`src/rtl/stepper_phase_decoder.sv`:
```
// Receive-side decoder for the curtain stepper half-step coil bus.
// Filters the coil pattern, tracks phase and keeps a signed position.
module stepper_phase_decoder #(
    parameter int unsigned STABLE_CYCLES = 4,
    parameter int unsigned POS_W         = 16,
    parameter int unsigned STALL_CYCLES  = 50000000
) (
    input  logic             clk,
    input  logic             rst,
    input  logic [3:0]       coil_in,
    input  logic             clear,
    output logic [POS_W-1:0] position,
    output logic [2:0]       phase_idx,
    output logic             dir,
    output logic             step_pulse,
    output logic             locked,
    output logic             moving,
    output logic             err_illegal,
    output logic             err_skip
);

    localparam int unsigned CW = $clog2(STABLE_CYCLES + 1);
    localparam int unsigned SW = $clog2(STALL_CYCLES + 1);

    localparam logic [CW-1:0] CNT_FULL = CW'(STABLE_CYCLES);
    localparam logic [CW-1:0] CNT_LAST = CW'(STABLE_CYCLES - 1);
    localparam logic [CW-1:0] CNT_ONE  = CW'(1);
    localparam logic [SW-1:0] STALL_MAX = SW'(STALL_CYCLES - 1);
    localparam logic [SW-1:0] STALL_ONE = SW'(1);
    localparam logic [POS_W-1:0] POS_ONE = POS_W'(1);

    typedef enum logic {
        ST_UNLOCKED = 1'b0,
        ST_LOCKED   = 1'b1
    } state_e;

    logic [3:0]       sync1_q, sync1_d;
    logic [3:0]       sync2_q, sync2_d;
    logic [3:0]       cand_q, cand_d;
    logic [CW-1:0]    cnt_q, cnt_d;
    logic             acc_q, acc_d;
    logic [3:0]       acc_code_q, acc_code_d;

    state_e           state_q, state_d;
    logic [POS_W-1:0] pos_q, pos_d;
    logic [2:0]       phase_q, phase_d;
    logic             dir_q, dir_d;
    logic             step_q, step_d;
    logic             moving_q, moving_d;
    logic             err_ill_q, err_ill_d;
    logic             err_skip_q, err_skip_d;
    logic [SW-1:0]    stall_q, stall_d;

    logic             code_legal;
    logic [2:0]       code_idx;
    logic [2:0]       delta;

    // Synchronizer and stability filter: one accept strobe per stable run.
    always_comb begin
        sync1_d    = coil_in;
        sync2_d    = sync1_q;
        cand_d     = cand_q;
        cnt_d      = cnt_q;
        acc_d      = 1'b0;
        acc_code_d = sync2_q;
        if (sync2_q != cand_q) begin
            cand_d = sync2_q;
            cnt_d  = CNT_ONE;
            acc_d  = (STABLE_CYCLES == 1);
        end else if (cnt_q != CNT_FULL) begin
            cnt_d = cnt_q + CNT_ONE;
            acc_d = (cnt_q == CNT_LAST);
        end
    end

    // Input path registers, reset to the all-ones idle pattern.
    always_ff @(posedge clk or posedge rst) begin
        if (rst) begin
            sync1_q    <= 4'hF;
            sync2_q    <= 4'hF;
            cand_q     <= 4'hF;
            cnt_q      <= '0;
            acc_q      <= 1'b0;
            acc_code_q <= 4'hF;
        end else begin
            sync1_q    <= sync1_d;
            sync2_q    <= sync2_d;
            cand_q     <= cand_d;
            cnt_q      <= cnt_d;
            acc_q      <= acc_d;
            acc_code_q <= acc_code_d;
        end
    end

    // Map an accepted coil code to its half-step index in forward order.
    always_comb begin
        code_legal = 1'b1;
        code_idx   = 3'd0;
        unique case (acc_code_q)
            4'h7:    code_idx = 3'd0;
            4'h3:    code_idx = 3'd1;
            4'hB:    code_idx = 3'd2;
            4'h9:    code_idx = 3'd3;
            4'hD:    code_idx = 3'd4;
            4'hC:    code_idx = 3'd5;
            4'hE:    code_idx = 3'd6;
            4'h6:    code_idx = 3'd7;
            default: code_legal = 1'b0;
        endcase
    end

    // Lock/track FSM with position, error flags and stall tracking.
    always_comb begin
        state_d    = state_q;
        pos_d      = pos_q;
        phase_d    = phase_q;
        dir_d      = dir_q;
        step_d     = 1'b0;
        moving_d   = moving_q;
        err_ill_d  = err_ill_q;
        err_skip_d = err_skip_q;
        stall_d    = stall_q;
        delta      = code_idx - phase_q;

        if (clear) begin
            // A simultaneous accept is dropped entirely.
            state_d    = ST_UNLOCKED;
            pos_d      = '0;
            stall_d    = '0;
            moving_d   = 1'b0;
            err_ill_d  = 1'b0;
            err_skip_d = 1'b0;
        end else begin
            if (stall_q != STALL_MAX) begin
                stall_d = stall_q + STALL_ONE;
            end
            if (stall_d == STALL_MAX) begin
                moving_d = 1'b0;
            end

            if (acc_q) begin
                unique case (state_q)
                    ST_UNLOCKED: begin
                        if (code_legal) begin
                            phase_d = code_idx;
                            state_d = ST_LOCKED;
                        end else begin
                            err_ill_d = 1'b1;
                        end
                    end
                    ST_LOCKED: begin
                        if (!code_legal) begin
                            err_ill_d = 1'b1;
                        end else begin
                            phase_d = code_idx;
                            unique case (1'b1)
                                (delta == 3'd0): begin
                                end
                                (delta == 3'd1): begin
                                    pos_d    = pos_q + POS_ONE;
                                    dir_d    = 1'b1;
                                    step_d   = 1'b1;
                                    stall_d  = '0;
                                    moving_d = 1'b1;
                                end
                                (delta == 3'd7): begin
                                    pos_d    = pos_q - POS_ONE;
                                    dir_d    = 1'b0;
                                    step_d   = 1'b1;
                                    stall_d  = '0;
                                    moving_d = 1'b1;
                                end
                                default: begin
                                    err_skip_d = 1'b1;
                                end
                            endcase
                        end
                    end
                    default: state_d = ST_UNLOCKED;
                endcase
            end
        end
    end

    // Tracking state registers.
    always_ff @(posedge clk or posedge rst) begin
        if (rst) begin
            state_q    <= ST_UNLOCKED;
            pos_q      <= '0;
            phase_q    <= 3'd0;
            dir_q      <= 1'b1;
            step_q     <= 1'b0;
            moving_q   <= 1'b0;
            err_ill_q  <= 1'b0;
            err_skip_q <= 1'b0;
            stall_q    <= '0;
        end else begin
            state_q    <= state_d;
            pos_q      <= pos_d;
            phase_q    <= phase_d;
            dir_q      <= dir_d;
            step_q     <= step_d;
            moving_q   <= moving_d;
            err_ill_q  <= err_ill_d;
            err_skip_q <= err_skip_d;
            stall_q    <= stall_d;
        end
    end

    assign position    = pos_q;
    assign phase_idx   = phase_q;
    assign dir         = dir_q;
    assign step_pulse  = step_q;
    assign locked      = (state_q == ST_LOCKED);
    assign moving      = moving_q;
    assign err_illegal = err_ill_q;
    assign err_skip    = err_skip_q;

endmodule
```
`config.mk`:
```
export PLATFORM = sky130hd
export DESIGN_NAME = stepper_phase_decoder
export DESIGN_NICKNAME = d
export VERILOG_FILES = /design/src/rtl/stepper_phase_decoder.sv
export SDC_FILE = /design/constraint.sdc
export NUM_CORES = 1
export LEC_CHECK = 0
export BUFFER_PORTS_ARGS = -buffer_cell sky130_fd_sc_hd__buf_2
export CORE_ASPECT_RATIO = 0.6
export CORE_MARGIN = 3
export CORE_UTILIZATION = 50
export CTS_CLUSTER_DIAMETER = 120
export DETAILED_ROUTE_END_ITERATION = 10
export GPL_TIMING_DRIVEN = 0
export PLACE_DENSITY_LB_ADDON = 0.1
export SYNTH_ARGS = -nofsm -noshare
export SYNTH_HDL_FRONTEND = slang
export SYNTH_SLANG_ARGS = --single-unit
```
`constraint.sdc`:
```
create_clock -name clk -period 4.3 [get_ports clk]
set_input_delay 0.86 -clock clk [delete_from_list [all_inputs] [get_ports clk]]
set_output_delay 0.86 -clock clk [all_outputs]
set_load 0.05 [all_outputs]
```
== Word level (Yosys, flattened, before mapping) ==
Cells that the tools add are included.

* Register bits: 71
* Output and inout bits: 25

* Add/subtract/negate cells: 5
* Equality and inequality tests: 17
* Multiplexer cells: 43
* Bitwise logic cells: 1
* Reductions and logical operators: 15

{| class="wikitable"
|+ Operators by type and width
! kind !! number
|-
| $mux W26 || 7
|-
| $mux W16 || 4
|-
| $pmux W16 S2 || 1
|-
| $add A26 B1 Y26 const B || 1
|-
| $eq A26 B26 Y1 const B || 1
|-
| $mux W1 || 26
|-
| $ne A26 B26 Y1 const B || 1
|-
| $pmux W3 S7 || 1
|-
| $eq A4 B4 Y1 const B || 5
|-
| $add A16 B1 Y16 const B || 1
|-
| $sub A16 B1 Y16 const B || 1
|-
| $reduce_bool A2 Y1 || 5
|-
| $mux W3 || 3
|-
| $eq A4 B3 Y1 const B || 2
|-
| $reduce_and A4 Y1 || 2
|-
| $reduce_or A8 Y1 || 1
|-
| $reduce_and A5 Y1 || 1
|-
| $eq A4 B2 Y1 const B || 1
|-
| $ne A4 B4 Y1 || 1
|-
| $add A3 B1 Y3 const B || 1
|-
| $eq A3 B1 Y1 const B || 1
|-
| $eq A3 B2 Y1 const B || 1
|-
| $eq A3 B3 Y1 const B || 1
|-
| $logic_not A3 Y1 || 1
|-
| 11 further kinds || 11
|}

== Logic depth before layout (Yosys ltp) ==
* Depth after elaboration: 10
* Depth in mapped cells: 17

== Worst setup path before layout ==
Ideal clock, no wire load.

* Path type: flip-flop to flip-flop
* Start point: reg acc_code_q[3]
* End point: reg pos_q[15], in the netlist position[15]
* Library setup time: 0.077 ns
* Arrival: 4.302 ns
* Data required time: 4.223 ns
* Path slack: -0.079 ns
* Cell stages (with the launch flop): 18
* Period minus slack after synthesis: 4.379 ns
* Path through: dfstp_2 -> or2_2 -> nand4_1 -> ha_1 -> inv_1 -> fa_1 -> xnor2_1 -> xnor2_1 -> or3b_4 -> inv_1 -> ha_1 -> a211o_1 -> a2111oi_2 -> and3_1 -> o31ai_1 -> o21a_1 -> or4_1 -> a21oi_1

* Cells in the longest elaborated chain, start to end: 9
* Elaborated cells between the ends (all ways): 22
* Classes of those cells: 1 x add/sub; 10 x eq/ne; 7 x mux; 4 x reduce/logical

{| class="wikitable"
|+ RTL lines
! what !! line !! text
|-
| from (decl) || 42 || <nowiki>logic [3:0] acc_code_q, acc_code_d;</nowiki>
|-
| from (signal assigned) || 91 || <nowiki>acc_code_q <= acc_code_d;</nowiki>
|-
| $eq A4 B3 Y1, or another cell as far along || 99 || <nowiki>unique case (acc_code_q)</nowiki>
|-
| $pmux W3 S7 || 99 ||
|-
| $sub A3 B3 Y3 || 123 || <nowiki>delta = code_idx - phase_q;</nowiki>
|-
| $eq A3 B3 Y1 / $eq A3 B1 Y1 (equally long branches) || 166, 159 ||
|-
| $pmux W16 S2 || 156 || <nowiki>unique case (1'b1)</nowiki>
|-
| $mux W16 || 152 || <nowiki>if (!code_legal) begin</nowiki>
|-
| $mux W16 || 142 || <nowiki>unique case (state_q)</nowiki>
|-
| $mux W16 || 141 || <nowiki>if (acc_q) begin</nowiki>
|-
| $mux W16 || 125 || <nowiki>if (clear) begin</nowiki>
|-
| to (signal assigned) || 199 || <nowiki>pos_q <= pos_d;</nowiki>
|-
| to (decl) || 45 || <nowiki>logic [POS_W-1:0] pos_q, pos_d;</nowiki>
|}

Parallel ways exist; a longest one is shown, timed or not. The select of a mux whose other input is x is not followed.
A chain may end at the register's enable or synchronous reset.

== Final worst setup path ==
Ends and elaborated chain as after synthesis.

==> metrics.yaml <==
outcome: "finished with violations"
failed_checks: "negative setup slack"
worst_clock_skew_ns: 0.00449
total_count_of_max_transition_violations_in_the_final_report: 0
synth.top_cells.by_area: "dfrtp_1 (34%), dfstp_2 (11%), ha_1 (6.0%)"
route.detailed.drc: 0
dominant_combinational_cell_family_by_area_after_synthesis: "simple AND/OR/NAND/NOR gates"
synth.area.mux_share_pct: 3.07
worstSetupPathDepth: 18
detailroute.wirelength.met2_um: 3840
track_usage_pct: 20.9
first_pass_grt_wire_length_um: 14700
netlist_instances: 404
initialDrtViolationCount: 231
synth-seq-cells: 71
cts_hold_buffers: 0
floorplan.die_area_sq_mm: 0.00912
met1Wirelength_um: 4620
place.port_buffers: 31
totalPowerFinal_mw: 1.61
die_h_um: 75.2
floorplan.initialDensity_pct: 53.1
placementRows: 24
most_frequent_standard_cell_in_the_layout_excluding_fill_and_tap_cells: "dfrtp_1"
yosys.area_share.simple_pct: 21.1
cp_num_buf_inv: 3
synth.cell_area_sq_mm: 0.00399
final.setup.worst_slack_ns: -0.00384
multi_input_gate_area_sq_mm: 0.00224
pin_count_of_the_biggest_net_entering_global_routing: 72
max_cap_viol_count: 0
grt_pass1_vias: 2960
grt_setup_unrepaired: "yes"
grt_overflow_total: 0
detail-route-antenna-nets: 0
stdcell_area_sq_mm: 0.00496
maxClockFrequency_mhz: 232
first_pass_iters: 5
synth_compound_gate_area_share_pct: 11.7
synthXorXnorAreaFrac_pct: 9.00
synth-adder-area-share_pct: 6.96
synth.avg_cell_area_sq_um: 9.87
switching_portion_of_total_power_pct: 26.7
total_switching_power_uw: 430
postSynth.asyncResetShare_pct: 100
routed_wirelength_um: 9120
detail_route.vias_per_cell: 5.55
worstSetupStartpointType: "flop"
gp_congestion: 0.835
finalCritPeriodShare_pct: 100
ff2ff_path_depth: 18
ys_seq_area_share_pct: 45.1
nNetsFinal: 502
regArea_sq_mm: 0.00180
synthDominantAreaCellType: "dfrtp_1"
filler_cell_count: 608
placement.cell_area_sq_mm: 0.00428
clock_buffer_count_from_cts: 9
timing.critical_path.cells: "or2_4 > nand4_1 > ha_2 > inv_2 > fa_2 > xnor2_2 > xnor2_2 > or3b_4 > clkinvlp_4 > buf_12 > ha_4 > a211o_1 > a2111oi_4 > and3_4 > o31ai_2 > o21a_1 > or4_1 > a21oi_2"
critical_path_peak_fanout: 6
final_hold_viol_count: 0
timing.critical_path.arrival_ns: 4.57
final_layout_size_suffix_gt1_share_pct: 28.4
critical_path.top_delay_family: "simple AND/OR/NAND/NOR gates"
core-area_sq_mm: 0.00751
synth_warnings: 0
maxUsedRoutingLayer: "met4"
max-slew-margin-rel_pct: 42.2
required_time_at_the_endpoint_of_the_critical_path_ns: 4.57
yosys.area.top_type_share_pct: 33.9
antenna_violations_before_repair: 0
place.detailed.hpwl_um: 5890
io_pins: 32
ctsLongestPathBuffers: 2
power.share.combinational_pct: 13.0
syn_to_final_growth_pct: 24.3
final_util_pct: 66.1
kind_of_end_point_of_the_critical_path: "flop"
antennaDiodeCount: 0
wl_per_cell_um: 15.6
critPathMostFrequentCell: "xnor2_2"
total_leakage_power_nw: 2.33
netlist_cell_types: 58
worstSetupPathType: "flop to flop"
power_per_cell_area_mw_per_mm2: 325
fin_crit_ns: 4.30
vias: 3236
p_seq_share_pct: 43.4
die_w_um: 121
clkSinkCount: 71
finalSetupViolations: 1
detailedPlace.worstSlack_ns: -0.354
clk_pin_slew_ns: 0.06
worst_skew_pair.late_latency_ns: 0.34
tightestPinTransition_ns: 0.867
mostFrequentLayoutCells: "dfrtp_1 (54), nor2_1 (48), buf_2 (37)"
cts-root-buf: "clkbuf_16"
cp_slowest_cell: "or4_1"
detailroute.wirelength.met3_um: 564
worstHoldPathType: "flop to flop"
ys.flop_type: "dfrtp_1"
finalHoldWorstSlack_ns: 0.356
max_stage_delay_ns: 0.49
synth_edf_count: 0
clock_tree_from_tritoncts: "done"
intPower_mw: 1.18
clkPwrFrac_pct: 43.6
ctsHtreeMaxLevel: 3
synth_nets: 432
peakVddDrop_uv: 210
hold_depth: 0
## state kept, by name (all words and copies together), names as in the netlist
signal	cells
acc_code_d	4
acc_code_q	4
acc_q	1
cand_q	4
cnt_q	3
dir	1
err_illegal	1
err_skip	1
locked	1
moving	1
phase_idx	3
position	16
stall_q	26
step_pulse	1
sync1_q	4
## per-layer routing
layer	up-vias	GRT usage, %
met5	-	0
li1	1577	-
met2	78	29.4
met4	0	5.84
met3	11	5.93
met1	1570	31.5
## kinds of logic after synthesis
family | Yosys count
compound gates | 70
xor+xnor | 41
fa+ha+maj | 21
buf+inv | 29
flops | 71
mux | 12
simple gates | 160
## what timing repair did
action,in CTS,in global routing
hold endpoints to repair,0,0
setup buffers,17,10
resized for setup,15,22
setup endpoints to repair,2,24
pin swaps,9,14
gates cloned,1,0
## power by group through the flow
stage / registers (mW) / logic [mW] / clock network, mW
after floorplan: 0.715 / 0.104 / 0
after global placement: 0.709 / 0.140 / 0
after detailed placement: 0.710 / 0.143 / 0
after CTS: 0.699 / 0.180 / 0.718
after global routing: 0.701 / 0.230 / 0.749
final: 0.699 / 0.209 / 0.702
## cell type report
class                      instances  share of cell area [%]
inverter                          13                    1.11
clock buffer                       9                    4.54
multi-input combinational        304                    45.1
timing repair buffer              58                    7.54
tap                              104                    2.62
clock inverter                     7                    1.06
sequential                        71                    36.3
buffer                            16                    1.56
timing repair inverter             1                   0.151
## worst reg2reg max path: cells and delay by family (launching register included)
family	cells	cell delay [ns]
fa+ha+maj	3	0.73
xor+xnor	2	0.29
compound gates	5	0.89
flops	1	0.38
buf+inv	3	0.39
simple gates	5	1.55
## worst paths after layout
kind	to	from	slack, ns
worst max-delay path	position[15]	acc_code_q[3]	-0.004
worst min-delay path	acc_code_d[0]	sync1_q[0]	0.36
worst max register to register	position[15]	acc_code_q[3]	-0.004
worst min register to register	acc_code_d[0]	sync1_q[0]	0.36
max in group asynchronous	stall_q[3]	rst	3.03
min in group asynchronous	stall_q[9]	rst	0.69
## synth_stat cells (5+ instances only)
master    number
nand4_1        6
dfrtp_1       54
o21ai_0       12
a21oi_1       22
mux2i_1       10
and3_1        15
dfstp_2       17
inv_1         13
nand2_1       24
and2_1        11
xor2_1        20
xnor2_1       21
nand3_1       16
nor2_1        48
clkbuf_1       7
ha_1          19
buf_2          6
nor3_1         5
## through the flow
stage,cells,TNS [ns]
after detailed placement,539,-0.694
after global routing,583,-0.402
after floorplan,404,0
final,583,-0.00384
after global placement,539,-0.593
after CTS,573,0
No activity file was read; power rests on OpenSTA's default activity.
